**src/rtl/nmea_pkg.sv**
```systemverilog
// Shared FSM state type, ASCII constants and hex helper for the RMC time decoder.
// The checksum states exist only when NMEA_CHECKSUM_EN is defined.
package nmea_pkg;

  typedef enum logic [2:0] {
    StIdle,
    StTalk,
    StType,
    StField,
`ifdef NMEA_CHECKSUM_EN
    StCkHi,
    StCkLo,
`endif
    StCommit
  } state_e;

  localparam logic [7:0] ChDollar = 8'h24;
  localparam logic [7:0] ChComma  = 8'h2C;
  localparam logic [7:0] ChStar   = 8'h2A;
  localparam logic [7:0] ChCr     = 8'h0D;
  localparam logic [7:0] ChA      = 8'h41;
  localparam logic [7:0] ChV      = 8'h56;
  localparam logic [7:0] ChR      = 8'h52;
  localparam logic [7:0] ChM      = 8'h4D;
  localparam logic [7:0] ChC      = 8'h43;

  // Returns {valid, nibble}; accepts 0-9, A-F and a-f.
  function automatic logic [4:0] hex_nibble(input logic [7:0] c);
    logic [4:0] r;
    r = 5'b0;
    if (c >= 8'h30 && c <= 8'h39) begin
      r = {1'b1, c[3:0]};
    end else if ((c >= 8'h41 && c <= 8'h46) || (c >= 8'h61 && c <= 8'h66)) begin
      r = {1'b1, c[3:0] + 4'd9};
    end
    return r;
  endfunction

endpackage

```
**src/rtl/rmc_time_convert.sv**
```systemverilog
// COMMIT-stage datapath: applies the timezone offset to validated BCD hh:mm:ss and
// produces both the packed BCD and the hh*10000 + mm*100 + ss decimal value.
module rmc_time_convert #(
  parameter int unsigned TZ_HOURS = 8
) (
  input  logic [7:0]  hh_bcd,
  input  logic [7:0]  mm_bcd,
  input  logic [7:0]  ss_bcd,
  output logic [23:0] time_bcd,
  output logic [19:0] time_dec
);

  localparam logic [5:0] Tz = 6'(TZ_HOURS % 24);

  logic [5:0] utc_h, sum_h;
  logic [4:0] loc_h;
  logic [6:0] min_b, sec_b;
  logic [3:0] h_tens, h_ones;

  always_comb begin
    utc_h = 6'(hh_bcd[7:4]) * 6'd10 + 6'(hh_bcd[3:0]);
    sum_h = utc_h + Tz;
    loc_h = (sum_h >= 6'd24) ? 5'(sum_h - 6'd24) : sum_h[4:0];
    min_b = 7'(mm_bcd[7:4]) * 7'd10 + 7'(mm_bcd[3:0]);
    sec_b = 7'(ss_bcd[7:4]) * 7'd10 + 7'(ss_bcd[3:0]);
    if (loc_h >= 5'd20) begin
      h_tens = 4'd2;
      h_ones = 4'(loc_h - 5'd20);
    end else if (loc_h >= 5'd10) begin
      h_tens = 4'd1;
      h_ones = 4'(loc_h - 5'd10);
    end else begin
      h_tens = 4'd0;
      h_ones = loc_h[3:0];
    end
    time_bcd = {h_tens, h_ones, mm_bcd, ss_bcd};
    time_dec = 20'(loc_h) * 20'd10000 + 20'(min_b) * 20'd100 + 20'(sec_b);
  end

endmodule

```
**src/rtl/nmea_rmc_time_decoder.sv**
```systemverilog
// Parses $xxRMC sentences from a UART byte stream and publishes local time.
// Define NMEA_CHECKSUM_EN to require and verify the *hh checksum.
module nmea_rmc_time_decoder
  import nmea_pkg::*;
#(
  parameter int unsigned TZ_HOURS    = 8,
  parameter int unsigned REQUIRE_FIX = 1,
  parameter int unsigned MAX_LEN     = 82
) (
  input  logic        sys_clk,
  input  logic        sys_rst,
  input  logic [7:0]  po_data,
  input  logic        po_flag,
  output logic [23:0] time_bcd,
  output logic [19:0] time_dec,
  output logic        fix,
  output logic        upd_pulse,
  output logic        err_pulse
);

  localparam logic [8:0] MaxLen = 9'(MAX_LEN);
`ifdef NMEA_CHECKSUM_EN
  localparam state_e StEnd = StCkHi;
`else
  localparam state_e StEnd = StCommit;
`endif

  state_e      state_q, state_d;
  logic [2:0]  idx_q, idx_d;
  logic [1:0]  field_q, field_d;   // saturates at 3: all later fields are skipped
  logic        stat_q, stat_d, afix_q, afix_d;
  logic [23:0] hms_q, hms_d;
  logic [7:0]  len_q, len_d;
  logic [8:0]  len_inc;
  logic        drop, upd_d, err_d;
  logic        is_digit, is_upper, range_ok, term_ok;
  logic [7:0]  type_ch;
  logic [23:0] conv_bcd;
  logic [19:0] conv_dec;
`ifdef NMEA_CHECKSUM_EN
  logic [7:0]  cks_q, cks_d;
  logic [3:0]  ckhi_q, ckhi_d;
  logic [4:0]  hex;
  assign hex = hex_nibble(po_data);
`endif

  assign is_digit = (po_data >= 8'h30) && (po_data <= 8'h39);
  assign is_upper = (po_data >= 8'h41) && (po_data <= 8'h5A);
  assign range_ok = (hms_q[23:16] <= 8'h23) && (hms_q[15:8] <= 8'h59) && (hms_q[7:0] <= 8'h59);
  assign term_ok  = (field_q == 2'd3) || ((field_q == 2'd2) && stat_q);
  assign type_ch  = (idx_q == 3'd0) ? ChR : (idx_q == 3'd1) ? ChM : ChC;
  assign len_inc  = {1'b0, len_q} + 9'd1;

  always_ff @(posedge sys_clk or posedge sys_rst) begin
    if (sys_rst) begin
      state_q <= StIdle;
      idx_q   <= '0;
      field_q <= '0;
      stat_q  <= 1'b0;
      afix_q  <= 1'b0;
      hms_q   <= '0;
      len_q   <= '0;
`ifdef NMEA_CHECKSUM_EN
      cks_q   <= '0;
      ckhi_q  <= '0;
`endif
    end else begin
      state_q <= state_d;
      idx_q   <= idx_d;
      field_q <= field_d;
      stat_q  <= stat_d;
      afix_q  <= afix_d;
      hms_q   <= hms_d;
      len_q   <= len_d;
`ifdef NMEA_CHECKSUM_EN
      cks_q   <= cks_d;
      ckhi_q  <= ckhi_d;
`endif
    end
  end

  always_comb begin
    state_d = state_q;
    idx_d   = idx_q;
    field_d = field_q;
    stat_d  = stat_q;
    afix_d  = afix_q;
    hms_d   = hms_q;
    len_d   = len_q;
    drop    = 1'b0;
`ifdef NMEA_CHECKSUM_EN
    cks_d   = cks_q;
    ckhi_d  = ckhi_q;
`endif
    if (state_q == StCommit) state_d = StIdle;
    if (po_flag) begin
      if (po_data == ChDollar) begin
        // A '$' always starts a fresh sentence; it is an error only mid-sentence.
        drop    = (state_q != StIdle) && (state_q != StCommit);
        state_d = StTalk;
        idx_d   = '0;
        field_d = '0;
        stat_d  = 1'b0;
        afix_d  = 1'b0;
        len_d   = 8'd1;
`ifdef NMEA_CHECKSUM_EN
        cks_d   = '0;
`endif
      end else if (state_q != StIdle && state_q != StCommit) begin
        if (len_inc > MaxLen) begin
          drop = 1'b1;
        end else begin
          len_d = len_inc[7:0];
          case (state_q)
            StTalk: begin
              if (is_upper) begin
                idx_d = idx_q + 3'd1;
                if (idx_q == 3'd1) begin
                  state_d = StType;
                  idx_d   = '0;
                end
              end else drop = 1'b1;
            end
            StType: begin
              if (po_data == type_ch) begin
                idx_d = idx_q + 3'd1;
                if (idx_q == 3'd2) begin
                  state_d = StField;
                  idx_d   = '0;
                end
              end else drop = 1'b1;
            end
            StField: begin
              if (po_data == ChStar) begin
                if (term_ok) state_d = StEnd;
                else drop = 1'b1;
              end else if (po_data == ChCr) begin
`ifdef NMEA_CHECKSUM_EN
                drop = 1'b1;
`else
                if (term_ok) state_d = StCommit;
                else drop = 1'b1;
`endif
              end else begin
                case (field_q)
                  2'd0: begin
                    if (po_data == ChComma) field_d = 2'd1;
                    else drop = 1'b1;
                  end
                  2'd1: begin
                    if (po_data == ChComma) begin
                      if (idx_q == 3'd6 && range_ok) field_d = 2'd2;
                      else drop = 1'b1;
                    end else if (idx_q != 3'd6) begin
                      if (is_digit) begin
                        hms_d = {hms_q[19:0], po_data[3:0]};
                        idx_d = idx_q + 3'd1;
                      end else drop = 1'b1;
                    end
                  end
                  2'd2: begin
                    if (po_data == ChComma) begin
                      if (stat_q) field_d = 2'd3;
                      else drop = 1'b1;
                    end else if (!stat_q && po_data == ChA) begin
                      stat_d = 1'b1;
                      afix_d = 1'b1;
                    end else if (!stat_q && po_data == ChV && REQUIRE_FIX == 0) begin
                      stat_d = 1'b1;
                    end else drop = 1'b1;
                  end
                  default: ;
                endcase
              end
            end
`ifdef NMEA_CHECKSUM_EN
            StCkHi: begin
              if (hex[4]) begin
                ckhi_d  = hex[3:0];
                state_d = StCkLo;
              end else drop = 1'b1;
            end
            StCkLo: begin
              if (hex[4] && {ckhi_q, hex[3:0]} == cks_q) state_d = StCommit;
              else drop = 1'b1;
            end
`endif
            default: ;
          endcase
`ifdef NMEA_CHECKSUM_EN
          if (po_data != ChStar && (state_q inside {StTalk, StType, StField})) begin
            cks_d = cks_q ^ po_data;
          end
`endif
        end
        if (drop) state_d = StIdle;
      end
    end
  end

  always_comb begin
    upd_d = (state_q == StCommit);
    err_d = drop;
  end

  rmc_time_convert #(
    .TZ_HOURS (TZ_HOURS)
  ) u_convert (
    .hh_bcd   (hms_q[23:16]),
    .mm_bcd   (hms_q[15:8]),
    .ss_bcd   (hms_q[7:0]),
    .time_bcd (conv_bcd),
    .time_dec (conv_dec)
  );

  always_ff @(posedge sys_clk or posedge sys_rst) begin
    if (sys_rst) begin
      time_bcd  <= '0;
      time_dec  <= '0;
      fix       <= 1'b0;
      upd_pulse <= 1'b0;
      err_pulse <= 1'b0;
    end else begin
      upd_pulse <= upd_d;
      err_pulse <= err_d;
      if (upd_d) begin
        time_bcd <= conv_bcd;
        time_dec <= conv_dec;
        fix      <= afix_q;
      end
    end
  end

endmodule
```
**config.mk**
```make
export PLATFORM = sky130hd
export DESIGN_NAME = nmea_rmc_time_decoder
export DESIGN_NICKNAME = d
export VERILOG_FILES = /design/src/rtl/nmea_pkg.sv /design/src/rtl/rmc_time_convert.sv /design/src/rtl/nmea_rmc_time_decoder.sv
export SDC_FILE = /design/constraint.sdc
export NUM_CORES = 1
export LEC_CHECK = 0
export BUFFER_PORTS_ARGS = -buffer_cell sky130_fd_sc_hd__buf_4
export CORE_MARGIN = 2
export CORE_UTILIZATION = 58
export CTS_BUF_LIST = sky130_fd_sc_hd__clkbuf_16
export CTS_CLUSTER_DIAMETER = 30
export CTS_CLUSTER_SIZE = 25
export DETAILED_ROUTE_END_ITERATION = 10
export PLACE_DENSITY = 0.87
export SYNTH_ARGS = -nofsm -noshare
export SYNTH_HDL_FRONTEND = slang
export SYNTH_SLANG_ARGS = --single-unit
```
**constraint.sdc**
```tcl
create_clock -name sys_clk -period 6.2 [get_ports sys_clk]
set_input_delay 0.62 -clock sys_clk [delete_from_list [all_inputs] [get_ports sys_clk]]
set_output_delay 0.62 -clock sys_clk [all_outputs]
set_load 0.1 [all_outputs]
```
# Yosys cells after proc, flatten, opt, wreduce, memory -nomap -nowiden
# Index checks and enable logic that the tools add are counted.
# totals
register_bits,88
input_bits,11
out_inout_bits,47
word_cells,183
# op_classes
n_addsub,11
mul,5
order_cmp,11
n_eq_ne,35
muxes,81
n_bitwise,5
n_reduce_logical,24
# op_table
op,count
3-bit two-way mux,26
3-bit inequality test (second input constant),12
1-bit two-way mux,30
8-bit by 6-bit equality test with 1-bit output (second input constant),3
8-bit by 7-bit less-or-equal comparator with 1-bit output (second input constant),3
8-bit two-way mux,3
12-bit AND reduction,2
2-bit two-way mux,11
19-bit by 14-bit adder with 20-bit output,1
20-bit by 7-bit adder with 20-bit output,1
3-bit one-hot mux with 3 select lines,2
8-bit by 6-bit less-or-equal comparator with 1-bit output (second input constant),2
4-bit two-way mux,4
5-bit by 10-bit multiplier with 15-bit output (second input constant),1
7-bit by 4-bit adder with 7-bit output,2
4-bit by 3-bit multiplier with 6-bit output (second input constant),2
7-bit by 5-bit multiplier with 12-bit output (second input constant),1
11-bit AND reduction,1
5-bit two-way mux,2
8-bit by 1-bit adder with 9-bit output (second input constant),1
3-bit by 2-bit equality test with 1-bit output (second input constant),3
9-bit by 7-bit > comparator with 1-bit output (second input constant),1
9-bit AND reduction,1
8-bit by 4-bit equality test with 1-bit output (second input constant),1
other kinds (33),56

# Longest topological paths before layout
# Gate-level depths: netlist of the first run.
# depth
ltp_word,18
mapped_depth,27
depth_no_buf,25

# Modules after synthesis
# From an unflattened synthesis of the first run, not the netlist that was laid out.
# hier_totals
hier_cells,687
hier_area_um2,7317.0
# modules_own_cells
mod,n_inst,cells_each,area_each_um2,seq_area_each_um2
nmea_rmc_time_decoder,1,352,4375.4,2202.1
rmc_time_convert,1,335,2941.6,0.0

# Least setup slack after synthesis of the first run
# Ideal clock, no wire load.
# synth_timing
kind,register to register
startpoint,reg hms_q[21]
endpoint,reg time_dec[17]
setup_time_ns,0.133
arrival_ns,5.435
t_required_ns,6.067
slack_ns,0.632
path_stages_with_launch,25
path_buffers,2
synth_period_minus_slack_ns,5.568
cell_sequence,dfrtp_1 ha_1 ha_1 ha_1 a21oi_1 a21o_1 and2_1 clkbuf_1 mux2i_1 buf_4 xnor2_1 ha_1 nand2b_1 ha_1 fa_1 ha_1 xor2_1 ha_1 ha_1 or2_2 a21oi_1 a31oi_1 nand3_1 xor2_1 o21ai_0
# synth_between
elab_chain_len,8
elab_cells_between_ends,9
cone_classes,add/sub (5); mul (2); order compare (1); mux (1)
# synth_rtl
item,line_no,rtl
start: declaration,nmea_rmc_time_decoder.sv:32,"logic [23:0] hms_q, hms_d;"
start signal: assignment,nmea_rmc_time_decoder.sv:73,hms_q <= hms_d;
4-bit by 3-bit multiplier with 5-bit output (*),rmc_time_convert.sv:21,utc_h = 6'(hh_bcd[7:4]) * 6'd10 + 6'(hh_bcd[3:0]);
6-bit by 4-bit adder with 6-bit output (*),rmc_time_convert.sv:21,
6-bit by 4-bit adder with 6-bit output (*),rmc_time_convert.sv:22,sum_h = utc_h + Tz;
5-bit subtractor / 6-bit by 5-bit greater-or-equal comparator with 1-bit output (equally long branches),rmc_time_convert.sv:23,loc_h = (sum_h >= 6'd24) ? 5'(sum_h - 6'd24) : sum_h[4:0];
5-bit two-way mux (*),rmc_time_convert.sv:23,
5-bit by 10-bit multiplier with 15-bit output (*),rmc_time_convert.sv:37,time_dec = 20'(loc_h) * 20'd10000 + 20'(min_b) * 20'd100 + 20'(sec_b);
19-bit by 14-bit adder with 20-bit output (*),rmc_time_convert.sv:37,
20-bit by 7-bit adder with 20-bit output (*),rmc_time_convert.sv:37,
end signal: assignment,nmea_rmc_time_decoder.sv:228,time_dec <= conv_dec;
end: declaration,nmea_rmc_time_decoder.sv:15,"output logic [19:0] time_dec,"
# Every way passes the cells marked *; elsewhere a longest branch is shown, timed or not.
# A chain may end at the register's enable or synchronous reset.

# Worst setup path after layout of the first run
# Same ends and word-level chain as after synthesis.

==> results.md, run 1 <==
* Number of cells on the critical path at 23
* Crit share post-route at 0.930
* EDFF count, synth at 0
* Yosys cell types at 72
* Final slew viol count at 0
* Worst R2R End: time_dec[17]$_DFFE_PP0P_
* Setup violators final at 0
* Worst-path cell chain: ha_1 -> ha_1 -> ha_1 -> a21oi_2 -> a21o_1 -> and2_2 -> mux2i_2 -> xnor2_1 -> ha_1 -> ha_1 -> ha_1 -> ha_1 -> inv_1 -> o21bai_1 -> xor2_1 -> ha_1 -> ha_1 -> or2_2 -> a21oi_1 -> a31oi_1 -> nand3_1 -> xor2_1 -> o21ai_0
* Wire per inst at 16.3 um
* Final ANT Viol Nets at 0
* Max incr delay on CP at 0.41 ns
* Fillers at 872
* Initial detailed-routing violation count at 350
* Critical Path AT at 5.98 ns
* Die width at 112 um
* Clock tree buffer depth at 2
* Grt met3 use at 0.0370
* Synth Area per Inst at 9.42 sq um
* Hold endpoint: time_bcd[12]$_DFFE_PP0P_
* Final wirelength at 14800 um
* Maxcap violations at 0
* Share of cells above drive strength 1 at 0.150
* CTS sink cnt at 85
* Worst-Skew Late Latency at 0.35 ns
* RePlAce Congestion at 0.941
* Rows at 39
* Pwr dens at 185 mW/mm^2
* Reg-to-Reg Start: hms_q[21]$_DFFE_PP0P_
* Most common cell on crit path: ha_1
* Most frequent cells in the layout: nand2_1, ha_1, dfrtp_1
* Gr usage total at 0.240
* Drt pass-1 iters at 5
* Initial antenna violation count at 0
* Ys flop type: dfrtp_1
* Share of the synthesized area in the top cell type at 0.315
* Non-filler cells, final at 910
* Placed Cells at 896
* Area grow syn2layout at 12.9%
* Slew @ Worst Pin at 1.07 ns
* Top cells by area, synth: dfrtp_1, ha_1, nand2_1, fa_1, mux2_2
* IO Port Bufs at 55
* Syn Inst Count at 716
* Worst reg-to-reg path cell count at 23
* Met1 track demand over resource at 0.305
* GRT busiest layer: met2
* Clk_skew at 0.00864 ns
* Die Area at 0.0125 sq mm
* Hold depth at 2
* Yosys reg bits at 85
* Max IR drop VDD at 0.148 mV
* Fmax achieved at 173 MHz
* Element type at the critical path end: register
* # IOs at 58
* Slowest cell on crit path: dfrtp_1
* First-pass GRT wire length at 24600 um
* Crit path launch type: register
* Core box area at 0.0114 sq mm
* Overflow after GRT at 0
* Maximum fanout along the worst path at 5
* Final min period at 5.77 ns
* Most common cell after layout, fill and taps aside: nand2_1
* Clock transition at path regs at 0.06 ns
* Leak at 4.09 nW
* Antenna fix cells at 0
* Async set or reset register ratio after synthesis at 1.00
* Critical path's top delay family: adder cells
* Min-delay src: time_bcd[12]$_DFFE_PP0P_
* Fin. Hold Viols at 0
* Initial Util at 0.593
* Synth warn at 0
* CP Class: reg -> reg
* Vias in the first global route at 5290
* Sequential area share after synthesis at 0.315
* HPWL Detailed at 10900 um
* Vias after detailed routing at 5426
* Yosys top cell by area: dfrtp_1
* M2 GR Usage at 0.410
* Drt via density at 5.96
* CP required at 6.42 ns
* Mapped Area at 0.00674 sq mm
* Status: complete, no violations
* Final net count at 892
* TritonCTS clock tree: done
* Largest net degree at the start of global routing at 86
* Util after Layout at 0.670
* CTS Buf Count at 9
* DRC at 0
* Root buf cell: clkbuf_16
* H-tree levels at 3
* Die Ht at 112 um
* Post-CTS setup repair buffer count at 0
* Worst reg-to-reg setup slack at 0.43 ns
* Hold Path Class: reg -> reg
* Slew HR at 0.286
* WP buf/inv at 1
[timing repair]
action	in CTS	in global routing
endpoints found under the setup margin	0	3
hold buffers	0	0
resized for setup	0	4
hold endpoints to repair	0	0
[registers in the layout (all words and copies together), names as in the netlist]
register and cells:
field_q 2, len_q 8, afix_q 1, idx_q 3
time_bcd 21, time_dec 20, err_pulse 1, upd_pulse 1
fix 1, hms_q 24, state_q 3
[layout make-up]
| cell class | count | area (sq um) | area share |
|---|---|---|---|
| tap | 143 | 179 | 0.0235 |
| multi-input combinational | 563 | 4340 | 0.570 |
| inverter | 45 | 170 | 0.0223 |
| timing repair buffer | 60 | 450 | 0.0592 |
| clock inverter | 5 | 125 | 0.0164 |
| sequential | 85 | 2130 | 0.279 |
| clock buffer | 9 | 225 | 0.0296 |
[worst min-delay path: cells and delay by family (launching register included)]
| family | cells | cell delay [ns] |
|---|---|---|
| DFF | 1 | 0.34 |
| and+or+nand+nor | 2 | 0.10 |
[synth_stat cells, types with 13 or more instances]
library cell  instances
dfrtp_1              85
nor2_1               37
xnor2_1              24
clkbuf_1             14
inv_1                45
nand3_1              18
a21oi_1              33
mux2_2               21
o21ai_0              39
ha_1                104
xor2_1               13
fa_1                 13
nand2_1             109
[where the power goes]
part / total [mW] / switching [mW] / internal, mW
combinational: 0.149 / 0.0936 / 0.0559
sequential: 0.603 / 0.0317 / 0.572
clock: 0.653 / 0.224 / 0.429
total: 1.41 / 0.349 / 1.06
[per-layer routing]
metal,share of wire,vias up
met1,0.43,2608
met2,0.50,159
met3,0.043,26
met4,0.023,0
li1,-,2633
met5,0,-
[stage by stage]
stage,cell area (sq um),TNS [ns],setup slack (ns),hold WS [ns],power (mW)
CTS,7600,0,0.373,0.480,1.41
detailed placement,7250,0,0.484,0.465,0.759
floorplan,6750,0,0.632,0.451,0.719
global route,7610,-0.00802,-0.00802,0.495,1.45
global placement,7250,0,0.710,0.462,0.746
finish,7610,0,0.433,0.476,1.41
[worst max path at each step]
stage	slack (ns)	to	start
2_1_floorplan	0.63	time_dec[17]$_DFFE_PP0P_	hms_q[21]$_DFFE_PP0P_
3_3_place_gp	0.71	time_dec[17]$_DFFE_PP0P_	hms_q[21]$_DFFE_PP0P_
3_5_place_dp	0.48	time_dec[17]$_DFFE_PP0P_	hms_q[20]$_DFFE_PP0P_
4_1_cts	0.37	time_dec[17]$_DFFE_PP0P_	hms_q[20]$_DFFE_PP0P_
5_1_grt	-0.008	time_dec[17]$_DFFE_PP0P_	hms_q[21]$_DFFE_PP0P_
6_report	0.43	time_dec[17]$_DFFE_PP0P_	hms_q[21]$_DFFE_PP0P_
[cells by family after synthesis]
logic type,Yosys count,share of synthesized area
compound gates,153,0.153
xor+xnor,38,0.0514
fa+ha+maj,118,0.233
buf+inv,69,0.0443
flops,85,0.315
mux,30,0.0490
other cells,1,0.000556
simple gates,222,0.153
(Power assumes the default switching activity.)
==> run 2, diff against run 1 <==
CORE_UTILIZATION = 55   (was 58)
PLACE_DENSITY = 0.86   (was 0.87)
clock period = 4.8 ns   (was 6.2 ns; I/O delays follow)
==> run 2 against run 1 <==
  * First-iteration DRC count grew 38%
  * Die area grew 5.3%
  * Sequential share of layout area fell by 3.6 points
  * Register-to-register slack worse by 0.89 ns
  * Worst setup slack lost 0.89 ns
  * The flow now finishes with violations (setup timing)
  * Power grew 24%
  * Critical path depth is 2 higher
  * Sequential power grew 29%
  * Clock power up 19%
  * Largest power group is now registers
  * Routed wire length is 25% higher
  * Global-route usage is 4.2 points higher
==> results.md, run 2 (synthesis results as in run 1) <==
* Clock share of power at 0.442
* Combinational share of power at 0.113
* Switching share of power at 0.275
* Final net count at 962
* Hold Path Class: in -> reg
* TritonCTS clock tree: done
* Die Area at 0.0132 sq mm
* Root buf cell: clkbuf_16
* Final hold slack at 0.366 ns
* Leak at 4.46 nW
* Failing checks: setup timing
* Setup TNS at -2.63 ns
* Initial antenna violation count at 0
* Largest registers: hms_q (24), time_bcd (21), time_dec (20)
* Pre-CTS setup slack at -0.469 ns
* Final min period at 5.25 ns
* CP Class: reg -> reg
* Clk_skew at 0.00993 ns
* First-pass GRT wire length at 29400 um
* H-tree levels at 3
* Worst reg-to-reg setup slack at -0.45 ns
* Vias in the first global route at 6120
* Reg-to-Reg Start: hms_q[20]$_DFFE_PP0P_
* Worst reg-to-reg path cell count at 25
* Maximum fanout along the worst path at 4
* Share of cells above drive strength 1 at 0.303
* Initial detailed-routing violation count at 484
* Crit path launch type: register
* Die Ht at 115 um
* Initial Util at 0.561
* Fillers at 795
* Slew @ Worst Pin at 1.10 ns
* Net switching power at 482 uW
* Rows at 40
* Maxcap violations at 0
* Worst-Skew Late Latency at 0.36 ns
* Largest net degree at the start of global routing at 86
* Setup violators final at 8
* Vias after detailed routing at 5995
* CP required at 5.02 ns
* Final ANT Viol Nets at 0
* Most frequent cells in the layout: buf_4, nand2_1, dfrtp_1
* Number of flip-flops in the largest register at 24
* Final slew viol count at 0
* Die width at 115 um
* Area grow syn2layout at 29.5%
* Clock transition at path regs at 0.07 ns
* RSZ-0062 raised after global routing: yes
* Clock tree buffer depth at 2
* Final WS setup at -0.453 ns
* Gr usage total at 0.282
* P_int at 1.27 mW
* Crit share post-route at 1.09
* Seq. cell area at 0.00213 sq mm
* # IOs at 58
* HPWL Detailed at 11700 um
* Max IR drop VDD at 0.218 mV
* Most flop-heavy register: hms_q
* CTS sink cnt at 85
* Overflow after GRT at 0
* Hold depth at 2
* Pwr dens at 200 mW/mm^2
* Fin. Hold Viols at 0
* CTS Buf Count at 9
* Max incr delay on CP at 0.44 ns
* Drt pass-1 iters at 5
* Worst R2R End: time_dec[16]$_DFFE_PP0P_
* Antenna fix cells at 0
* Min-delay src: po_flag
* Area of the multi-input gates at 0.00494 sq mm
* IO Port Bufs at 55
* Most common cell on crit path: ha_4
* Slowest cell on crit path: dfrtp_1
* Status: finished, violations left
* Final wirelength at 18500 um
* Hold endpoint: afix_q$_DFFE_PP0P_
* Critical Path AT at 5.47 ns
* Element type at the critical path end: register
* Slew HR at 0.267
* Fmax achieved at 190 MHz
* RePlAce Congestion at 0.909
* Critical Path Start: hms_q[20]$_DFFE_PP0P_
* DRC at 0
* Drt via density at 6.08
* Wire per inst at 18.8 um
* Hold buffer count at CTS at 0
* Core box area at 0.0120 sq mm
* Sequential power share at 0.445
* Most common cell after layout, fill and taps aside: buf_4
[run 2: changes by cell type in the layout (fill, tap and decap cells not counted), moves of 5 or more]
| cell | change |
|---|---|
| xnor2_1 | -7 |
| a21oi_1 | -10 |
| ha_1 | -29 |
| buf_4 | +68 |
| o21ai_1 | +5 |
| ha_4 | +25 |
| o21ai_0 | -5 |
| a21oi_2 | +6 |
| xnor2_2 | +6 |
[run 2: critical path: cells and delay by family, from the launching register on]
kind,cells,cell delay (ns)
AOI/OAI and AO/OA,4,0.56
xor gates and xnor gates,3,0.49
adders and majority gates,9,2.35
buffers and inverters,3,0.15
DFF,1,0.44
muxes,1,0.32
and+or+nand+nor,5,0.80
[run 2: through the flow]
stage                     std cells  utilization  instance area, sq um  total power, mW
after floorplan                 717            -                  7000            0.929
after global placement          953        0.656                  7890            0.961
after detailed placement        953        0.656                  7890            0.982
after CTS                       983        0.714                  8580             1.75
after global routing            986        0.727                  8730             1.81
final                           986        0.727                  8730             1.75
[run 2: area by class of cell]
type | count | area share
clock buffers | 9 | 0.0258
clock inverters | 7 | 0.0112
inverters | 45 | 0.0198
multi-input cells | 563 | 0.566
flip-flops and latches | 85 | 0.244
well taps | 147 | 0.0211
repair buffers | 130 | 0.113
[run 2: how the worst max path moves through the flow]
stage | to | cells past startpoint
final | time_dec[16]$_DFFE_PP0P_ | 25
after CTS | time_dec[17]$_DFFE_PP0P_ | 25
after global placement | time_dec[17]$_DFFE_PP0P_ | 22
after floorplan | time_dec[17]$_DFFE_PP0P_ | 26
after global routing | time_dec[16]$_DFFE_PP0P_ | 21
after detailed placement | time_dec[17]$_DFFE_PP0P_ | 24
[run 2: what timing repair did]
action | CTS | global route
gates resized for setup | 44 | 23
setup endpoints to repair | 9 | 9
pin swaps | 26 | 19
buffers inserted | 14 | 6
gates cloned | 0 | 0
[run 2: metal layers]
layer	part of all wire	track usage	vias up	wire, um
met2	0.52	0.509	254	9710
met4	0.032	0.129	0	590
met1	0.39	0.329	2916	7310
met3	0.049	0.0474	57	907
li1	-	-	2768	-
met5	0	0	-	0
[run 2: power by group through the flow]
stage | registers, mW | logic (mW) | clock network (mW)
floorplan | 0.782 | 0.147 | 0
global placement | 0.785 | 0.176 | 0
detailed placement | 0.789 | 0.193 | 0
CTS | 0.776 | 0.196 | 0.778
global route | 0.782 | 0.223 | 0.804
finish | 0.779 | 0.198 | 0.774
==> run 3, diff against run 2 <==
SKIP_LAST_GASP = 1   (was unset)
==> run 3 against run 2 <==
  * The run still ends with setup timing left
  * Maximum frequency is 1.5% lower
  * Final cell count is 0.10% higher
  * Core utilization is 0.32 points higher
  * Sequential share of layout area is 0.11 points lower
  * Hold slack better by 0.0050 ns
  * Power hardly changed
  * Sequential power hardly changed
  * Worst setup slack worse by 0.082 ns
  * Register-to-register slack worse by 0.08 ns
  * Combinational power hardly changed
  * Critical endpoint is now time_dec[17]$_DFFE_PP0P_
==> results.md, run 3 (synthesis results as in run 1) <==
* CTS sink cnt at 85
* Vias after detailed routing at 5842
* Final wirelength at 18400 um
* Vias in the first global route at 6094
* Final slew viol count at 0
* DP Area at 0.00789 sq mm
* Antenna fix cells at 0
* Maxcap violations at 0
* Critical path's top delay family: adder cells
* Setup TNS at -3.07 ns
* Largest net degree at the start of global routing at 86
* Gr usage total at 0.279
* Die Ht at 115 um
* Die Area at 0.0132 sq mm
* Rows at 40
* Final ANT Viol Nets at 0
* Hold buffer count at CTS at 0
* Setup violators final at 8
* Slew HR at 0.268
* Wire per inst at 18.6 um
* Non-filler cells, final at 987
* Failing checks: setup timing
* Hold Path Class: in -> reg
* Status: finished, violations left
* Clock tree buffer depth at 2
* Max IR drop VDD at 0.216 mV
* Placed Cells at 953
* HPWL Detailed at 11700 um
* CTS Buf Count at 9
* Initial antenna violation count at 0
* Total Power at 1.75 mW
* Fmax achieved at 187 MHz
* Most flop-heavy register: hms_q
* Initial Util at 0.561
* Number of flip-flops in the largest register at 24
* Fin. Hold Viols at 0
* First-pass GRT wire length at 29100 um
* Pre-CTS setup slack at -0.469 ns
* CP Class: reg -> reg
* Final min period at 5.33 ns
* Crit share post-route at 1.11
* Finished layout cell area at 0.00877 sq mm
* Overflow after GRT at 0
* Drt via density at 5.92
* Die width at 115 um
* WP buf/inv at 0
* CP required at 5.01 ns
* RePlAce Congestion at 0.909
* IO Port Bufs at 55
* H-tree levels at 3
* Share of cells above drive strength 1 at 0.306
* Initial detailed-routing violation count at 368
* Worst-Skew Late Latency at 0.35 ns
* Util after Layout at 0.730
* DRC at 0
* Maximum fanout along the worst path at 3
* Root buf cell: clkbuf_16
* Core box area at 0.0120 sq mm
* Pwr dens at 199 mW/mm^2
* Element type at the critical path end: register
* Fillers at 792
* Critical Path AT at 5.55 ns
* Area grow syn2layout at 30.1%
* Max incr delay on CP at 0.63 ns
* RSZ-0062 raised after global routing: yes
* Most frequent cells in the layout: buf_4, nand2_1, dfrtp_1
* Drt pass-1 iters at 5
* Clk_skew at 0.00769 ns
* Worst-path cell chain: ha_1 -> ha_2 -> fa_2 -> nand2_2 -> nor2_4 -> xnor2_4 -> fa_1 -> ha_4 -> a21o_1 -> a21oi_2 -> o21bai_1 -> a21oi_2 -> xnor2_2 -> ha_1 -> ha_4 -> and3_4 -> o211ai_1 -> a31oi_4 -> nand3_2 -> xor2_1 -> o21ai_1
* Final hold slack at 0.371 ns
* Crit path launch type: register
* Final WS setup at -0.535 ns
* Leak at 4.47 nW
* Most common cell after layout, fill and taps aside: buf_4
* Clock transition at path regs at 0.07 ns
* Largest registers: hms_q (24), time_bcd (21), time_dec (20)
* Slowest cell on crit path: fa_2
* Slew @ Worst Pin at 1.10 ns
* TritonCTS clock tree: done
* Final net count at 963
* # IOs at 58
run 3: cell count changes in the layout (fill, tap and decap cells not counted), sizes merged:
cell	delta
buf	+1
run 3: metal layers:
metal,vias to the layer above,part of all wire,global-route usage
met4,0,0.031,0.114
met3,46,0.043,0.0411
li1,2775,-,-
met5,-,0,0
met2,198,0.52,0.512
met1,2823,0.40,0.327
run 3: timing repair:
| item | in CTS | in global routing |
|---|---|---|
| endpoints found under the setup margin | 9 | 9 |
| pin swaps | 26 | 29 |
| hold endpoints to repair | 0 | 0 |
| resized for setup | 43 | 28 |
| setup buffers | 14 | 6 |
run 3: where the power goes:
group	internal, mW	total [mW]	switching (mW)
Clock	0.458	0.772	0.315
Sequential	0.738	0.779	0.0409
Combinational	0.0726	0.198	0.126
Total	1.27	1.75	0.481
run 3: cell type report:
cell class,instances,area [sq um],area share
multi-input cells,563,4970,0.567
well taps,147,184,0.0210
repair buffers,131,991,0.113
inverters,45,173,0.0197
flip-flops and latches,85,2130,0.243
clock inverters,7,97.6,0.0111
clock buffers,9,225,0.0257
run 3: final timing paths:
check	depth (start not counted)	slack (ns)	from	to
worst max register to register	21	-0.53	hms_q[13]$_DFFE_PP0P_	time_dec[17]$_DFFE_PP0P_
worst max-delay path	21	-0.53	hms_q[13]$_DFFE_PP0P_	time_dec[17]$_DFFE_PP0P_
worst min-delay path	2	0.37	po_flag	afix_q$_DFFE_PP0P_
max in group asynchronous	3	3.61	sys_rst	time_dec[7]$_DFFE_PP0P_
min in group asynchronous	3	0.46	sys_rst	time_bcd[20]$_DFFE_PP0P_
worst min register to register	2	0.48	time_dec[4]$_DFFE_PP0P_	time_dec[4]$_DFFE_PP0P_
run 3: worst reg2reg max path: cells and delay by family, from the launching register on:
kind	cells	cell delay, ns
AND/OR/NAND/NOR	4	0.58
AO/OA/AOI/OAI	7	1.28
flip-flops	1	0.40
adder cells (fa/ha/maj)	7	2.53
XOR/XNOR	3	0.44
